File: src/rtl/status_readback_module_if.sv
// Read-controller request/response and record-stream signals of the status readback block.
// master = readback block, slave = BRAM read controller plus downstream packer.
interface status_readback_module_if;
  logic        rd_start;
  logic [31:0] rd_addr;
  logic [63:0] rd_data;
  logic        rd_done;
  logic        rec_valid;
  logic        rec_ready;
  logic [63:0] rec_data;
  logic [1:0]  rec_ch;
  logic [8:0]  rec_idx;
  logic        rec_ch_last;

  modport master (
    output rd_start, rd_addr, rec_valid, rec_data, rec_ch, rec_idx, rec_ch_last,
    input  rd_data, rd_done, rec_ready
  );
  modport slave (
    input  rd_start, rd_addr, rec_valid, rec_data, rec_ch, rec_idx, rec_ch_last,
    output rd_data, rd_done, rec_ready
  );
endinterface

File: src/rtl/status_readback_module.sv
// Four-channel status readback: per channel, read the count word, then stream that many 64-bit records.
// Optional STATUS_RB_AUTO_CLEAR_EN: pulse clear_counter alongside dump_done to re-arm the writer.
module status_readback_module #(
  parameter logic [31:0] DATA_BASE_ID0  = 32'hC000_0000,
  parameter logic [31:0] DATA_BASE_ID1  = 32'hC001_0000,
  parameter logic [31:0] DATA_BASE_ID2  = 32'hC002_0000,
  parameter logic [31:0] DATA_BASE_ID3  = 32'hC003_0000,
  parameter logic [31:0] COUNT_BASE_ID0 = 32'hC100_0000,
  parameter logic [31:0] COUNT_BASE_ID1 = 32'hC101_0000,
  parameter logic [31:0] COUNT_BASE_ID2 = 32'hC102_0000,
  parameter logic [31:0] COUNT_BASE_ID3 = 32'hC103_0000,
  parameter logic [8:0]  MAX_RECORDS    = 9'd256
) (
  input  logic clk,
  input  logic rst_n,
  input  logic dump_req,
  output logic busy,
  output logic dump_done,
  output logic cnt_ovf,
  output logic clear_counter,
  status_readback_module_if.master bus
);

  typedef enum logic [2:0] {IDLE, CNT_RD, DATA_RD, OUT, NEXT_CH, DONE} state_t;

  state_t      state;
  logic        dump_q, dump_edge;
  logic [1:0]  ch;
  logic [8:0]  idx, count;
  logic        rd_start_q;
  logic [31:0] rd_addr_q;
  logic        rec_valid_q, rec_last_q;
  logic [63:0] rec_data_q;
  logic [1:0]  rec_ch_q;
  logic [8:0]  rec_idx_q;
  logic        dump_done_q, cnt_ovf_q;

  function automatic logic [31:0] count_base(input logic [1:0] c);
    case (c)
      2'd0:    return COUNT_BASE_ID0;
      2'd1:    return COUNT_BASE_ID1;
      2'd2:    return COUNT_BASE_ID2;
      default: return COUNT_BASE_ID3;
    endcase
  endfunction

  function automatic logic [31:0] data_base(input logic [1:0] c);
    case (c)
      2'd0:    return DATA_BASE_ID0;
      2'd1:    return DATA_BASE_ID1;
      2'd2:    return DATA_BASE_ID2;
      default: return DATA_BASE_ID3;
    endcase
  endfunction

  logic [31:0] cnt_word;
  logic        cnt_big;
  logic [8:0]  cnt_clamp;
  assign cnt_word  = bus.rd_data[31:0];
  assign cnt_big   = cnt_word > {23'd0, MAX_RECORDS};
  assign cnt_clamp = cnt_big ? MAX_RECORDS : cnt_word[8:0];

  always_ff @(posedge clk or negedge rst_n) begin
    if (!rst_n) begin
      state       <= IDLE;
      dump_q      <= 1'b0;
      dump_edge   <= 1'b0;
      ch          <= 2'd0;
      idx         <= 9'd0;
      count       <= 9'd0;
      rd_start_q  <= 1'b0;
      rd_addr_q   <= COUNT_BASE_ID0;
      rec_valid_q <= 1'b0;
      rec_last_q  <= 1'b0;
      rec_data_q  <= 64'd0;
      rec_ch_q    <= 2'd0;
      rec_idx_q   <= 9'd0;
      dump_done_q <= 1'b0;
      cnt_ovf_q   <= 1'b0;
    end else begin
      dump_q      <= dump_req;
      // Edges seen outside IDLE are dropped here so nothing is queued across a dump.
      dump_edge   <= dump_req & ~dump_q & (state == IDLE);
      dump_done_q <= 1'b0;
      unique case (state)
        IDLE: if (dump_edge) begin
          cnt_ovf_q  <= 1'b0;
          ch         <= 2'd0;
          rd_addr_q  <= COUNT_BASE_ID0;
          rd_start_q <= 1'b1;
          state      <= CNT_RD;
        end
        CNT_RD: if (bus.rd_done) begin
          rd_start_q <= 1'b0;
          count      <= cnt_clamp;
          if (cnt_big) cnt_ovf_q <= 1'b1;
          if (cnt_clamp == 9'd0) state <= NEXT_CH;
          else begin
            idx       <= 9'd0;
            rd_addr_q <= data_base(ch);
            state     <= DATA_RD;
          end
        end
        // Entered with rd_start low after a count read: raise it one cycle later.
        DATA_RD: if (!rd_start_q) rd_start_q <= 1'b1;
        else if (bus.rd_done) begin
          rd_start_q  <= 1'b0;
          rec_data_q  <= bus.rd_data;
          rec_valid_q <= 1'b1;
          rec_ch_q    <= ch;
          rec_idx_q   <= idx;
          rec_last_q  <= (idx == count - 9'd1);
          state       <= OUT;
        end
        OUT: if (bus.rec_ready) begin
          rec_valid_q <= 1'b0;
          if (rec_last_q) state <= NEXT_CH;
          else begin
            idx        <= idx + 9'd1;
            rd_addr_q  <= rd_addr_q + 32'd8;
            rd_start_q <= 1'b1;
            state      <= DATA_RD;
          end
        end
        NEXT_CH: if (ch == 2'd3) begin
          dump_done_q <= 1'b1;
          state       <= DONE;
        end else begin
          ch         <= ch + 2'd1;
          rd_addr_q  <= count_base(ch + 2'd1);
          rd_start_q <= 1'b1;
          state      <= CNT_RD;
        end
        DONE:    state <= IDLE;
        default: state <= IDLE;
      endcase
    end
  end

  assign busy            = (state != IDLE);
  assign dump_done       = dump_done_q;
  assign cnt_ovf         = cnt_ovf_q;
  assign bus.rd_start    = rd_start_q;
  assign bus.rd_addr     = rd_addr_q;
  assign bus.rec_valid   = rec_valid_q;
  assign bus.rec_data    = rec_data_q;
  assign bus.rec_ch      = rec_ch_q;
  assign bus.rec_idx     = rec_idx_q;
  assign bus.rec_ch_last = rec_last_q;

`ifdef STATUS_RB_AUTO_CLEAR_EN
  assign clear_counter = dump_done_q;
`else
  assign clear_counter = 1'b0;
`endif

endmodule

File: src/flat_wrapper.sv
// flat-port wrapper written by rule: the top's interface ports become plain ports
module status_readback_module_flat 
#(
  parameter logic [31:0] DATA_BASE_ID0  = 32'hC000_0000,
  parameter logic [31:0] DATA_BASE_ID1  = 32'hC001_0000,
  parameter logic [31:0] DATA_BASE_ID2  = 32'hC002_0000,
  parameter logic [31:0] DATA_BASE_ID3  = 32'hC003_0000,
  parameter logic [31:0] COUNT_BASE_ID0 = 32'hC100_0000,
  parameter logic [31:0] COUNT_BASE_ID1 = 32'hC101_0000,
  parameter logic [31:0] COUNT_BASE_ID2 = 32'hC102_0000,
  parameter logic [31:0] COUNT_BASE_ID3 = 32'hC103_0000,
  parameter logic [8:0]  MAX_RECORDS    = 9'd256
)
  (clk, rst_n, dump_req, busy, dump_done, cnt_ovf, clear_counter, bus_rd_start, bus_rd_addr, bus_rec_valid, bus_rec_data, bus_rec_ch, bus_rec_idx, bus_rec_ch_last, bus_rd_data, bus_rd_done, bus_rec_ready);
  status_readback_module_if bus_i ();
  input  logic clk;
  input  logic rst_n;
  input  logic dump_req;
  output logic busy;
  output logic dump_done;
  output logic cnt_ovf;
  output logic clear_counter;
  output wire logic [$bits(bus_i.rd_start)-1:0] bus_rd_start;
  output wire logic [$bits(bus_i.rd_addr)-1:0] bus_rd_addr;
  output wire logic [$bits(bus_i.rec_valid)-1:0] bus_rec_valid;
  output wire logic [$bits(bus_i.rec_data)-1:0] bus_rec_data;
  output wire logic [$bits(bus_i.rec_ch)-1:0] bus_rec_ch;
  output wire logic [$bits(bus_i.rec_idx)-1:0] bus_rec_idx;
  output wire logic [$bits(bus_i.rec_ch_last)-1:0] bus_rec_ch_last;
  input wire logic [$bits(bus_i.rd_data)-1:0] bus_rd_data;
  input wire logic [$bits(bus_i.rd_done)-1:0] bus_rd_done;
  input wire logic [$bits(bus_i.rec_ready)-1:0] bus_rec_ready;
  assign bus_rd_start = bus_i.rd_start;
  assign bus_rd_addr = bus_i.rd_addr;
  assign bus_rec_valid = bus_i.rec_valid;
  assign bus_rec_data = bus_i.rec_data;
  assign bus_rec_ch = bus_i.rec_ch;
  assign bus_rec_idx = bus_i.rec_idx;
  assign bus_rec_ch_last = bus_i.rec_ch_last;
  assign bus_i.rd_data = bus_rd_data;
  assign bus_i.rd_done = bus_rd_done;
  assign bus_i.rec_ready = bus_rec_ready;
  status_readback_module #(.DATA_BASE_ID0(DATA_BASE_ID0), .DATA_BASE_ID1(DATA_BASE_ID1), .DATA_BASE_ID2(DATA_BASE_ID2), .DATA_BASE_ID3(DATA_BASE_ID3), .COUNT_BASE_ID0(COUNT_BASE_ID0), .COUNT_BASE_ID1(COUNT_BASE_ID1), .COUNT_BASE_ID2(COUNT_BASE_ID2), .COUNT_BASE_ID3(COUNT_BASE_ID3), .MAX_RECORDS(MAX_RECORDS)) u_core (.clk(clk), .rst_n(rst_n), .dump_req(dump_req), .busy(busy), .dump_done(dump_done), .cnt_ovf(cnt_ovf), .clear_counter(clear_counter), .bus(bus_i));
endmodule
File: config.mk
export PLATFORM = sky130hd
export DESIGN_NAME = status_readback_module_flat
export DESIGN_NICKNAME = d
export VERILOG_FILES = /design/src/rtl/status_readback_module_if.sv /design/src/rtl/status_readback_module.sv /design/src/flat_wrapper.sv
export SDC_FILE = /design/constraint.sdc
export NUM_CORES = 1
export LEC_CHECK = 0
export BUFFER_PORTS_ARGS = -buffer_cell sky130_fd_sc_hd__buf_2
export CAP_MARGIN = 10
export CORE_MARGIN = 5
export CORE_UTILIZATION = 45
export DETAILED_ROUTE_END_ITERATION = 12
export PLACE_DENSITY = 0.83
export SLEW_MARGIN = 20
export SYNTH_ARGS = -nofsm -noshare
export SYNTH_HDL_FRONTEND = slang
export SYNTH_SLANG_ARGS = --single-unit
export TNS_END_PERCENT = 20
File: constraint.sdc
create_clock -name clk -period 2.5 [get_ports clk]
set_input_delay 0.25 -clock clk [delete_from_list [all_inputs] [get_ports clk]]
set_output_delay 0.25 -clock clk [all_outputs]
set_load 0.02 [all_outputs]
# --- After elaboration in Yosys (flattened, before gate mapping) ---
# Index checks and enable logic that the tools add are counted.
op_classes:
  n_lt_le_gt_ge: 1
  reduce_logical: 20
  n_shift: 0
  eq_ne: 19
  n_mul: 0
  n_div: 0
  add_sub_neg: 4
  bitwise_logic: 3
  n_mux: 45
ops:
  columns: ["op", "n"]
  rows:
  - ["$mux W32", 6]
  - ["$pmux W32 S4", 1]
  - ["$pmux W18 S3", 2]
  - ["$mux W9", 5]
  - ["$add A32 B4 Y32 const B", 1]
  - ["$gt A32 B9 Y1 const B", 1]
  - ["$mux W3", 8]
  - ["$pmux W9 S2", 1]
  - ["$mux W1", 15]
  - ["$pmux W3 S5", 1]
  - ["$ne A2 B2 Y1 const B", 6]
  - ["$reduce_and A5 Y1", 2]
  - ["$add A9 B1 Y9 const B", 1]
  - ["$eq A9 B9 Y1", 1]
  - ["$logic_not A9 Y1", 1]
  - ["$sub A9 B1 Y9 const B", 1]
  - ["$reduce_and A4 Y1", 2]
  - ["$reduce_bool A2 Y1", 4]
  - ["$reduce_and A7 Y1", 1]
  - ["$eq A2 B2 Y1 const B", 3]
  - ["$eq A3 B2 Y1 const B", 2]
  - ["$ne A2 B1 Y1 const B", 3]
  - ["$reduce_and A3 Y1", 2]
  - ["$reduce_and A6 Y1", 1]
  - ["16 further kinds", 21]
totals:
  romBits: 0
  ff_bits: 137
  out_inout_bits: 114
  mem_bits_rw: 0
  latchBits: 0
  memories: 0

# --- Depth between registers and ports, before layout ---
# Gate-level depths: netlist of the first run.
logic_depth:
  word_depth: 6
  mapped_depth: 9
  ltp_nobuf: 7

# --- Least setup slack after synthesis of the first run ---
# No wires, ideal clock.
synth_path:
  path_kind: "register to register"
  from: "reg u_core.ch[0]"
  to: "reg u_core.rd_addr_q[15] (netlist: u_core.bus.rd_addr[15])"
  slack_ns: 0.484
  t_required_ns: 2.376
  stages_incl_launch_ff: 8
  setup_ns: 0.124
  t_arrival_ns: 1.892
  path_cell_list: "dfrtp_1 ha_1 nand4bb_1 o21a_1 o211ai_4 or2_1 buf_2 a211o_1"
synth_between:
  elab_chain_len: 3
synth_rtl:
  columns: ["item", "line", "source"]
  rows:
  - ["start, declared", "status_readback_module.sv:28", "logic [1:0] ch;"]
  - ["start signal, assigned", "status_readback_module.sv:129", "ch <= ch + 2'd1;"]
  - ["$eq A2 B2 Y1", "status_readback_module.sv:125", "NEXT_CH: if (ch == 2'd3) begin"]
  - ["$ne A2 B2 Y1 (no source line)", null, null]
  - ["$reduce_and A7 Y1 (no source line)", null, null]
  - ["end signal, assigned", "status_readback_module.sv:100", "rd_addr_q <= data_base(ch);"]
  - ["end signal, assigned", "status_readback_module.sv:120", "rd_addr_q <= rd_addr_q + 32'd8;"]
  - ["end signal, assigned", "status_readback_module.sv:130", "rd_addr_q <= count_base(ch + 2'd1);"]
  - ["end, declared", "status_readback_module.sv:31", "logic [31:0] rd_addr_q;"]
# Every way passes these cells.
# A chain may end at the register's enable or synchronous reset.

==> impl_metrics.json, run 1 <==
{
  "min_delay_path_depth": 2,
  "syn_area_per_cell_um2": 11.3,
  "power.leakage_nw": 3.94,
  "setup_repair_after_global_routing_missed_its_margin": "no",
  "asyncSetResetFlopFracSynth_pct": 100,
  "antenna_found_initial": 0,
  "die-width_um": 130,
  "setup_violations": 0,
  "sequential_fraction_of_the_synthesis_area_pct": 52.0,
  "run_status": "complete, no violations",
  "worst_skew_pair.late_latency_ns": 0.42,
  "dr_total_vias": 5365,
  "startpoint": "u_core.ch[0]$_DFFE_PN0P_",
  "htreeDepth": 4,
  "synth_seq_cells": 134,
  "syn_area_mm2": 0.00646,
  "finalWorstPathRequiredPeriod_ns": 2.24,
  "synth_enable_flop_cells": 0,
  "fin_nets": 835,
  "top_cells_by_area_synth": "dfrtp_1 (51%), mux2_2 (13%), o31ai_1 (3.3%)",
  "clock_sink_count": 134,
  "multi_input_area_mm2": 0.00289,
  "worstRegToRegCells": 6,
  "clock-skew-final_ns": 0.00736,
  "min_path_type": "in -> reg",
  "netlist_instances": 571,
  "max-clock-path-buffers": 2,
  "power.density_mw_per_mm2": 1120,
  "remaining_global_route_overflow": 0,
  "cp.arrival_ns": 2.58,
  "critical-path-max-stage-delay_ns": 0.54,
  "synth_area_leader_cell": "dfrtp_1",
  "drt-vias-per-instance": 5.63,
  "drt_pass1_iterations": 4,
  "fraction_of_final_layout_cells_sized_beyond_drive_strength_1_pct": 41.4,
  "core_area_mm2": 0.0140,
  "worstPathCellList": "ha_1 > nand4bb_1 > o21a_1 > nand2_2 > or4_1 > a21oi_1",
  "ctsRootBufferMaster": "clkbuf_16",
  "worst_pin_slew_ns": 0.648,
  "worst-path-max-fanout": 19,
  "regArea_mm2": 0.00336,
  "n_fill_cell": 1181,
  "fmax_ghz": 0.447,
  "yosys_cell_types": 63,
  "critPathSlowestCell": "or4_1",
  "holdCritStartpoint": "bus_rd_data[56]",
  "gp_congestion": 0.912,
  "max_cap_violations": 0,
  "number_of_clock_buffers_inserted_by_tritoncts": 17,
  "critPathCaptureType": "flop",
  "synth_warnings": 0,
  "synth_top_flop_cell": "dfrtp_1",
  "clock_tree_from_tritoncts": "done",
  "sum_neg_setup_slack_ns": 0,
  "grt_max_degree": 67,
  "port-buffer-count": 178,
  "floorplan_die_height_um": 130,
  "path_clk_slew_ns": 0.06,
  "detailedPlacementHpwl_mm": 12.2,
  "grt_pass1_wl_mm": 27.5,
  "die_area_mm2": 0.0169,
  "starting_drt_drc_count": 367,
  "drc_errors": 0,
  "yosysTopAreaCellShare_pct": 50.7,
  "globalRouteTotalUtil_pct": 20.5,
  "power.ir.vdd_worst_mv": 0.637,
  "finalHoldWorstSlack_ns": 0.0603,
  "setup.worst_path.class": "reg -> reg",
  "grt_pass1_vias": 5484,
  "r2r-start": "u_core.ch[0]$_DFFE_PN0P_",
  "final_antenna_net_count": 0,
  "area_growth_syn_to_layout_pct": 27.3,
  "detail_route.wl_per_cell_um": 17.4,
  "final_hold_viol_count": 0,
  "worst_setup_path_start_kind": "flop",
  "worst-endpoint-required_ns": 2.84,
  "timing.max_slew.rel_slack_pct": 56.6,
  "std_cell_rows": 43,
  "fin_util_pct": 58.8,
  "ioPinCount": 183,
  "num_antenna_cells": 0,
  "fin_crit_sh_pct": 89.6,
  "postRouteWirelength_mm": 16.6,
  "finalMaxSlewViolations": 0,
  "start_util_pct": 46.2,
  "post_cts_buffers": 0
}
[power by group]
part / leakage (nW) / total [mW] / switching [mW] / internal (mW)
registers: 1.68 / 3.31 / 0.437 / 2.87
clock network: 0.278 / 2.39 / 0.928 / 1.47
logic: 1.98 / 3.47 / 2.04 / 1.43
[final cells by class]
| class | count | area share, % |
|---|---|---|
| multi-input cells | 390 | 35.1 |
| inverters | 17 | 0.776 |
| repair buffers | 200 | 13.6 |
| well taps | 180 | 2.74 |
| clock buffers | 20 | 5.31 |
| clock inverters | 12 | 1.60 |
| flip-flops and latches | 134 | 40.8 |
[path summary, 6_finish.rpt]
| kind | endpoint | slack, ns |
|---|---|---|
| min in group asynchronous | u_core.bus.rec_data[53]$_DFFE_PN0P_ | 0.39 |
| setup reg to reg | u_core.idx[5]$_DFFE_PN0P_ | 0.26 |
| hold / removal | u_core.bus.rec_data[56]$_DFFE_PN0P_ | 0.06 |
| hold reg to reg | u_core.dump_edge$_DFF_PN0_ | 0.40 |
| setup / recovery | u_core.idx[5]$_DFFE_PN0P_ | 0.26 |
| max in group asynchronous | u_core.bus.rd_addr[24]$_DFFE_PN1P_ | 1.32 |
[sequential cells by signal, indices dropped and copies added, names as in the netlist]
signal / count
u_core.bus.rec_idx: 9
u_core.dump_q: 1
u_core.bus.rec_ch: 2
u_core.state: 3
u_core.ch: 2
u_core.dump_done: 1
u_core.dump_edge: 1
u_core.cnt_ovf: 1
u_core.bus.rec_data: 64
u_core.bus.rec_valid: 1
u_core.bus.rec_ch_last: 1
u_core.idx: 9
u_core.bus.rd_addr: 29
u_core.bus.rd_start: 1
u_core.count: 9
[per-stage QoR]
stage / std cells / worst slack (ns) / cell area, um^2 / total power, mW
after floorplan: 574 / 0.484 / 6470 / 5.55
after global placement: 919 / 0.366 / 7630 / 6.73
after detailed placement: 919 / 0.273 / 7630 / 6.84
after CTS: 953 / 0.266 / 8220 / 9.27
after global routing: 953 / 0.0605 / 8220 / 9.70
final: 953 / 0.261 / 8220 / 9.17
[cell usage after synthesis, drive strengths merged, types with 2 or more instances]
library cell,instances
a21o,2
ha,6
buf,21
nor3b,2
nor2,19
and3,16
and2,3
nor4,14
nand4,10
mux2,75
o21a,2
nand2,33
or3,2
or4,7
nand3,24
a311oi,2
clkbuf,12
xnor2,6
and4,3
a41oi,6
a211o,6
o21ai,29
nor3,20
nor2b,2
a21oi,14
o31ai,28
o41ai,2
dfrtp,131
a31o,2
a211oi,3
a31oi,9
xor2,7
inv,17
o211ai,3
a22o,11
or2,3
dfstp,3
[repair_timing]
action / in CTS / in global routing
setup endpoints to repair: 0 / 0
hold endpoints to repair: 65 / 0
gates resized for setup: 0 / 0
hold buffers: 2 / 0
[worst max-delay path: cells and delay by family, from the launching register on]
kind | cells | cell delay (ns)
AND/OR/NAND/NOR | 3 | 0.95
adder cells (fa/ha/maj) | 1 | 0.31
flip-flops | 1 | 0.45
AO/OA/AOI/OAI | 2 | 0.44
[cell usage in the layout (no fill, tap or decap), types with 4 or more instances in the layout]
master	Yosys	final
nand2_1	32	32
clkinv_4	0	5
a41oi_1	6	6
ha_1	6	6
o21ai_0	29	29
mux2_2	75	75
xnor2_1	6	6
inv_1	17	17
o31ai_1	28	28
nor2_1	19	18
a21oi_1	14	14
and3_1	16	16
nor3_1	18	18
clkbuf_16	0	17
or4_1	7	7
a31oi_1	9	9
buf_4	7	16
nor4_1	13	13
buf_2	14	177
dfrtp_1	131	131
buf_12	0	4
nand3_1	24	24
xor2_1	7	7
a22o_1	11	11
conb_1	1	4
nand4_1	10	10
clkinv_2	0	4
a211o_1	6	6
[kinds of logic (layout without fill, tap and decap cells)]
logic type	count (synthesis)	after routing	synth area share [%]
adders and majority gates	6	6	1.16
buffers and inverters	50	249	3.60
xor gates and xnor gates	13	13	1.76
AOI/OAI and AO/OA	127	127	14.1
DFF	134	134	52.0
muxes	76	76	13.2
other	1	4	0.0581
and+or+nand+nor	164	164	14.1
[layer usage]
layer	global-route usage, %	up-vias	routed length, um
met5	0	-	0
met4	6.66	0	216
met3	6.71	20	1420
met2	33.0	214	8000
met1	26.3	2608	6980
li1	-	2523	-
Power figures use the tool's default switching activity.
==> inputs of run 2 (changes only) <==
--- a/config.mk
+++ b/config.mk
@@ -7,10 +7,12 @@
 export LEC_CHECK = 0
 export BUFFER_PORTS_ARGS = -buffer_cell sky130_fd_sc_hd__buf_2
 export CAP_MARGIN = 10
+export CORE_ASPECT_RATIO = 1.5
 export CORE_MARGIN = 5
 export CORE_UTILIZATION = 45
 export DETAILED_ROUTE_END_ITERATION = 12
 export PLACE_DENSITY = 0.83
+export REMOVE_ABC_BUFFERS = 1
 export SLEW_MARGIN = 20
 export SYNTH_ARGS = -nofsm -noshare
 export SYNTH_HDL_FRONTEND = slang
==> run 2 against run 1 <==
The run now ends with DRC left; clock-buffer cell count decreased by 3; wire length increased by 7.2%; register-to-register slack got worse by 0.05 ns; via count increased by 2.4%; hold slack improved by 0.0015 ns; critical path type unchanged; critical endpoint is now u_core.idx[4]$_DFFE_PN0P_.
==> impl_metrics.json, run 2 (synthesis gave the netlist of run 1 again) <==
{
  "finalHoldWorstSlack_ns": 0.0618,
  "clock_sink_count": 134,
  "setup_violations": 0,
  "n_fill_cell": 1189,
  "worst_setup_path_start_kind": "flop",
  "number_of_clock_buffers_inserted_by_tritoncts": 17,
  "finalMaxSlewViolations": 0,
  "max_cap_violations": 0,
  "timing.critical_path.buf_inv": 0,
  "grt_pass1_vias": 5803,
  "power.density_mw_per_mm2": 1130,
  "sum_neg_setup_slack_ns": 0,
  "startpoint": "u_core.ch[0]$_DFFE_PN0P_",
  "postLayoutSetupSlackWorst_ns": 0.210,
  "power.leakage_nw": 3.95,
  "clock_tree_from_tritoncts": "done",
  "clock-skew-final_ns": 0.0120,
  "final_common_cell": "buf_2",
  "final_hold_viol_count": 0,
  "route.layer.met1.wl_mm": 6.79,
  "placement.cell_area_mm2": 0.00764,
  "std_cell_rows": 53,
  "ctsRootBufferMaster": "clkbuf_16",
  "starting_drt_drc_count": 254,
  "cpLargestDelayFamily": "simple AND/OR/NAND/NOR gates",
  "htreeDepth": 4,
  "gp_congestion": 0.856,
  "timing.max_slew.rel_slack_pct": 53.4,
  "failed_checks": "DRC",
  "critical-path-max-stage-delay_ns": 0.53,
  "maxUsedRoutingLayer": "met4",
  "grt_max_degree": 59,
  "path_clk_slew_ns": 0.07,
  "worstPathCellList": "ha_1 > nand4bb_1 > o21a_1 > nand2_2 > or4_1 > a21oi_1",
  "max-clock-path-buffers": 2,
  "run_status": "finished, violations left",
  "worst_pin_slew_ns": 0.696,
  "critPathCaptureType": "flop",
  "total_power_mw": 9.33,
  "layout_common_cells": "buf_2 (177), dfrtp_1 (131), mux2_2 (75), nand2_1 (32), o21ai_0 (29)",
  "port-buffer-count": 178,
  "fraction_of_final_layout_cells_sized_beyond_drive_strength_1_pct": 41.9,
  "globalRouteTotalUtil_pct": 21.6,
  "area_growth_syn_to_layout_pct": 27.7,
  "setup.worst_path.class": "reg -> reg",
  "num_antenna_cells": 0,
  "min_delay_path_depth": 2,
  "finalWorstPathRequiredPeriod_ns": 2.29,
  "met3_wirelength_mm": 1.79,
  "detail_route.wl_per_cell_um": 18.4,
  "drt-vias-per-instance": 5.69,
  "die-width_um": 108,
  "antenna_found_initial": 0,
  "fin_nets": 837,
  "power.ir.vdd_worst_mv": 0.732,
  "detailedPlacementHpwl_mm": 13.2,
  "fmax_ghz": 0.437,
  "floorplan_die_height_um": 157,
  "cp.arrival_ns": 2.61,
  "ioPinCount": 183,
  "die_area_mm2": 0.0169,
  "r2r-start": "u_core.ch[0]$_DFFE_PN0P_",
  "largest_reg_flops": 64,
  "drc_errors": 1,
  "final_antenna_net_count": 0,
  "setup_repair_after_global_routing_missed_its_margin": "no",
  "critPathSlowestCell": "or4_1",
  "worstRegToRegCells": 6,
  "core_area_mm2": 0.0141,
  "remaining_global_route_overflow": 0,
  "holdCritStartpoint": "bus_rd_data[32]",
  "start_util_pct": 46.0,
  "critical_path_cell_count": 6,
  "grt_pass1_wl_mm": 29.0,
  "worst-path-max-fanout": 19,
  "min_path_type": "in -> reg",
  "drt_pass1_iterations": 10,
  "wl_met2_mm": 8.93,
  "worst-endpoint-required_ns": 2.83,
  "dr_total_vias": 5494,
  "fin_crit_sh_pct": 91.6,
  "postRouteWirelength_mm": 17.8,
  "worst_skew_pair.late_latency_ns": 0.41,
  "stdcell_area_mm2": 0.00825,
  "place_ws_ns": 0.256
}
## run 2: worst paths after layout
check                                                      endpoint  slack [ns]
worst max-delay path                      u_core.idx[4]$_DFFE_PN0P_        0.21
worst min-delay path            u_core.bus.rec_data[32]$_DFFE_PN0P_        0.06
worst max register to register            u_core.idx[4]$_DFFE_PN0P_        0.21
worst min register to register           u_core.dump_edge$_DFF_PN0_        0.40
max in group asynchronous       u_core.bus.rec_data[54]$_DFFE_PN0P_        1.42
min in group asynchronous         u_core.bus.rec_idx[7]$_DFFE_PN0P_        0.38
## run 2: repair_timing
action,CTS,global route
resized for setup,0,0
hold buffers,2,0
buffers inserted,0,0
hold endpoints to repair,53,0
## run 2: cell type report
type                    count  area [um^2]  share of cell area (%)
inverters                  17         63.8                   0.774
clock buffers              17          425                    5.16
repair buffers            202         1110                    13.4
clock inverters            14          164                    1.99
well taps                 192          240                    2.91
multi-input cells         390         2890                    35.0
flip-flops and latches    134         3360                    40.7
## run 2: power by group
| part | leakage, nW | switching [mW] | internal, mW | total, mW |
|---|---|---|---|---|
| Clock | 0.280 | 1.03 | 1.50 | 2.53 |
| Combinational | 1.98 | 2.06 | 1.40 | 3.46 |
| Sequential | 1.68 | 0.477 | 2.87 | 3.35 |
| Total | 3.95 | 3.57 | 5.77 | 9.33 |
## run 2: through the flow
step                      instances  utilization, %
after floorplan                 541               -
after global placement          933            54.3
after detailed placement        933            54.3
after CTS                       966            58.7
after global routing            966            58.7
final                           966            58.7
## run 2: worst register-to-register path, cell delays in order (launching register included)
cell and delay [ns]:
dfrtp_1 0.46, ha_1 0.31, nand4bb_1 0.17, o21a_1 0.30, nand2_2 0.27, or4_1 0.53, a21oi_1 0.17
## run 2: metal layers
metal,vias up,GRT usage [%]
met4,0,7.40
met1,2673,25.0
met2,271,36.9
met5,-,0
met3,23,7.88
li1,2527,-
